## src/rtl/seg_scan_controller.sv

```systemverilog
// Four-digit multiplexed seven-segment scan controller with frame-synchronous
// loading, leading-zero blanking and per-digit blink.
module seg_scan_controller #(
  parameter int unsigned REFRESH_DIV  = 50000,
  parameter int unsigned DIV_WIDTH    = 16,
  parameter int unsigned BLINK_FRAMES = 64
) (
  input  logic        clk,
  input  logic        reset,
  input  logic        load,
  input  logic [15:0] value,
  input  logic        blank_lz,
  input  logic [3:0]  blink_mask,
  input  logic [3:0]  dp_in,
  output logic [3:0]  digit_code,
  output logic [3:0]  an,
  output logic        dp,
  output logic        pending,
  output logic        frame_start
);

  localparam int unsigned BW = (BLINK_FRAMES > 1) ? $clog2(BLINK_FRAMES) : 1;
  localparam logic [DIV_WIDTH-1:0] DIV_LAST   = DIV_WIDTH'(REFRESH_DIV - 1);
  localparam logic [BW-1:0]        BLINK_LAST = BW'(BLINK_FRAMES - 1);

  logic [DIV_WIDTH-1:0] prescaler;
  logic [1:0]           scan_idx;
  logic [15:0]          display_reg;
  logic [15:0]          shadow;
  logic                 blink_phase;
  logic [BW-1:0]        blink_cnt;

  logic       tick;
  logic       frame_end;
  logic [3:0] cur_nibble;
  logic       upper_zero;
  logic       blanked;
  logic [3:0] an_sel;

  // Slot timing and blanking decision for the digit currently being scanned
  always_comb begin
    tick       = (prescaler == DIV_LAST);
    frame_end  = tick && (scan_idx == 2'd3);
    cur_nibble = 4'h0;
    upper_zero = 1'b0;
    case (scan_idx)
      2'd0: begin
        cur_nibble = display_reg[3:0];
        upper_zero = 1'b0;
      end
      2'd1: begin
        cur_nibble = display_reg[7:4];
        upper_zero = (display_reg[15:4] == 12'h000);
      end
      2'd2: begin
        cur_nibble = display_reg[11:8];
        upper_zero = (display_reg[15:8] == 8'h00);
      end
      default: begin
        cur_nibble = display_reg[15:12];
        upper_zero = (display_reg[15:12] == 4'h0);
      end
    endcase
    blanked = (blank_lz && upper_zero) || (blink_phase && blink_mask[scan_idx]);
    an_sel  = ~(4'b0001 << scan_idx);
  end

  // Scan counters, shadow/display registers and registered outputs
  always_ff @(posedge clk) begin
    if (reset) begin
      prescaler   <= '0;
      scan_idx    <= 2'd0;
      display_reg <= 16'h0000;
      shadow      <= 16'h0000;
      pending     <= 1'b0;
      blink_phase <= 1'b0;
      blink_cnt   <= '0;
      digit_code  <= 4'h0;
      an          <= 4'b1111;
      dp          <= 1'b1;
      frame_start <= 1'b0;
    end else begin
      prescaler   <= tick ? '0 : prescaler + DIV_WIDTH'(1);
      if (tick) begin
        scan_idx <= scan_idx + 2'd1;
      end
      frame_start <= frame_end;

      // Commit takes the old shadow; a same-edge load stays pending
      if (frame_end) begin
        if (pending) begin
          display_reg <= shadow;
        end
        if (blink_cnt == BLINK_LAST) begin
          blink_cnt   <= '0;
          blink_phase <= ~blink_phase;
        end else begin
          blink_cnt <= blink_cnt + BW'(1);
        end
      end

      if (load) begin
        shadow  <= value;
        pending <= 1'b1;
      end else if (frame_end) begin
        pending <= 1'b0;
      end

      digit_code <= cur_nibble;
      an         <= blanked ? 4'b1111 : an_sel;
      dp         <= blanked ? 1'b1 : ~dp_in[scan_idx];
    end
  end

endmodule

```

## config.mk

```make
export PLATFORM = sky130hd
export DESIGN_NAME = seg_scan_controller
export DESIGN_NICKNAME = d
export VERILOG_FILES = /design/src/rtl/seg_scan_controller.sv
export SDC_FILE = /design/constraint.sdc
export NUM_CORES = 1
export LEC_CHECK = 0
export BUFFER_PORTS_ARGS = -buffer_cell sky130_fd_sc_hd__buf_2
export CORE_MARGIN = 1.5
export CORE_UTILIZATION = 47
export CTS_CLUSTER_SIZE = 8
export DETAILED_ROUTE_END_ITERATION = 16
export GPL_TIMING_DRIVEN = 0
export PLACE_DENSITY = 0.72
export SYNTH_ARGS = -nofsm -noshare
export SYNTH_HDL_FRONTEND = slang
export SYNTH_SLANG_ARGS = --single-unit
```

## constraint.sdc

```tcl
create_clock -name clk -period 2.75 [get_ports clk]
set_input_delay 0.275 -clock clk [delete_from_list [all_inputs] [get_ports clk]]
set_output_delay 0.275 -clock clk [all_outputs]
set_load 0.05 [all_outputs]
```

==> results by group <==
Run status
  • Outcome: complete, no violations

Yosys
  • Cells after synthesis: 310
  • Net Count, Synth: 345
  • Yosys warns: 0
  • Post-synth ARST share: 0%
  • Top post-synthesis cells by area: dfxtp_1 (48%), nor2_1 (6.2%), mux2i_1 (6.0%), a21oi_1 (5.0%), nand4_1 (4.6%)
  • Share of Yosys cell area claimed by the top area cell type: 48.10%
  • Post-synthesis sequential area ratio: 48.10%
  • Post-synth cell types: 35
  • Synthesized flop and latch total: 68
  • Synth area leader: dfxtp_1
  • Post-synth EDFFs: 0
  • Primary FF master, synth: dfxtp_1
  • Mean post-synth cell area: 9.130 um2
  • Synthesized cell area: 0.002830 mm2

Worst setup path
  • Startpoint types: flop
  • Critical Path Sink Type: flop
  • Worst Path Max Fanout: 10
  • CP required: 3.02 ns
  • Setup CP Type: flop to flop
  • Crit path DAT: 2.58 ns

CTS
  • Clock root buffer: clkbuf_8
  • CTS Buf Count: 9
  • CTS tree: done
  • Worst-path clk slew: 0.07 ns
  • H-tree Lvls: 3
  • CTS max path bufs: 2
  • Cts hold-fix bufs: 0
  • Clock Sinks: 68
  • Cells resized by post-CTS repair: 0
  • Clk_lat worst skew: 0.34 ns
  • Post-CTS setup buffer count: 0

Cells and area
  • Fillers: 532
  • Layout cell share with drive strength beyond 1: 15.75%
  • Final core utilization: 57.16%
  • Final Instance Area: 0.003344 mm2
  • Diode count: 0
  • Final net count: 392
  • Layout area overhead: 18.17%
  • Post-route insts no fill: 437

Floorplanning
  • Die area: 0.006496 mm2
  • Core area: 0.005851 mm2
  • Die Y: 80.60 um
  • Initial core utilization: 48.37%
  • I/O pin cnt: 39
  • Chip width: 80.60 um
  • Rows: 28

STA
  • Period utilization: 83.97%
  • Pins Over Slew Limit: 0
  • Max Fclk: 433.1 MHz
  • Max_slew headroom: 53.07%
  • RSZ-0062 raised after global routing: no
  • Worst-margin pin slew: 0.7040 ns
  • Final hold viol count: 0
  • Layout Skew: 0.007269 ns
  • Final setup TNS: 0 ns
  • Min Tclk post-route: 2.309 ns
  • Final setup violation count: 0

Power and ir drop
  • Leakage power: 1.277 nW
  • Worst VDD drop: 0.0003440 V
  • Power Density: 627.3 mW/mm2
  • Tot Pwr: 2.098 mW

Place
  • DP Cell Count: 421
  • Post-DP Area: 0.003104 mm2
  • Routability cong.: 0.8982
  • Post-DP HPWL: 4.378 mm
  • # port buffers: 36

Detailed routing
  • WL per Instance: 13.75 um
  • # DRC: 0
  • Via count: 2338
  • Post-detailed-route count of antenna-violating nets: 0
  • Metal-1 WL: 2.726 mm
  • DR iter-0 viols: 134
  • Final WL: 6.010 mm
  • DRT Pass-1 Iters: 4
  • Met3 wire length: 294 um
  • Mean number of vias per cell: 5.350
  • DR top layer: met4
  • Routed wl met2: 2.915 mm

Global routing
  • Tot GR Track Use: 20.97%
  • Initial antenna violation count: 0
  • Vias in the first global route: 2245
  • Global route overflow: 0
  • First-pass GRT wire length: 10.35 mm
  • Largest net degree at the start of global routing: 13

Job
  • Max cap viols: 0

Hold path
  • Worst Hold Class: primary input to flop
-- power breakdown --
group          switching, mW  total, mW  internal [mW]  leakage (nW)
Sequential            0.0120       1.02           1.00         0.553
Combinational         0.0602      0.100         0.0398         0.604
Clock                  0.377      0.981          0.604         0.120
Total                  0.450       2.10           1.65          1.28
-- kinds of logic after synthesis --
kind of cell | share of synthesized area, %
flops | 48.10
compound gates | 11.54
fa+ha+maj | 3.094
mux | 7.604
buf+inv | 3.802
simple gates | 21.22
xor+xnor | 4.642
-- stage by stage --
stage | hold WS, ns | setup WS, ns
finish | 0.1644 | 0.4408
detailed placement | 0.4660 | 0.4399
global placement | 0.4469 | 0.4992
CTS | 0.1604 | 0.4212
floorplan | 0.4221 | 0.6756
global route | 0.1689 | 0.2453
-- worst max-delay path, cell delays in order (launching register included) --
cell	delay, ns
dfxtp_1	0.38
ha_1	0.23
nand3_1	0.32
nor4_4	0.52
clkbuf_1	0.46
nand4_1	0.15
a21oi_1	0.18
-- path summary, 6_finish.rpt --
kind	end	depth (start not counted)	slack [ns]	from
worst min register to register	display_reg[14]$_SDFFE_PP0P_	2	0.47	shadow[14]$_SDFFE_PP0P_
worst max-delay path	display_reg[9]$_SDFFE_PP0P_	6	0.44	prescaler[0]$_SDFF_PP0_
worst min-delay path	shadow[12]$_SDFFE_PP0P_	3	0.16	value[12]
worst max register to register	display_reg[9]$_SDFFE_PP0P_	6	0.44	prescaler[0]$_SDFF_PP0_
-- cell usage after synthesis (4+ instances only) --
master	number
a21oi_1	28
a222oi_1	4
clkbuf_1	16
dfxtp_1	68
ha_1	7
inv_1	8
mux2i_1	17
nand2_1	13
nand3_1	7
nand4_1	21
nor2_1	47
nor3_1	4
nor4_1	7
o21ai_0	20
or4_1	4
xnor2_1	14
-- layout by cell type (no fill, tap or decap), drive strengths merged, types with 13 or more instances in the layout --
cell type,instances
clkbuf,26
dfxtp,68
mux2i,17
a21oi,28
nand2,13
o21ai,20
nor2,47
xnor2,14
nand4,21
buf,40
-- routing by layer --
layer	vias up	track usage [%]
met5	-	0
met4	0	9.310
met3	9	3.977
met2	54	35.21
met1	1064	25.91
li1	1211	-
-- cell type report --
| class | instances | area [um2] | area share [%] |
|---|---|---|---|
| flip-flops and latches | 68 | 1361 | 40.70 |
| multi-input cells | 214 | 1361 | 40.70 |
| repair buffers | 36 | 180.2 | 5.387 |
| clock buffers | 10 | 127.6 | 3.816 |
| clock inverters | 6 | 112.6 | 3.367 |
| well taps | 75 | 93.84 | 2.806 |
| plain buffers | 20 | 77.57 | 2.319 |
| inverters | 8 | 30.03 | 0.8979 |
Power figures use the tool's default switching activity.
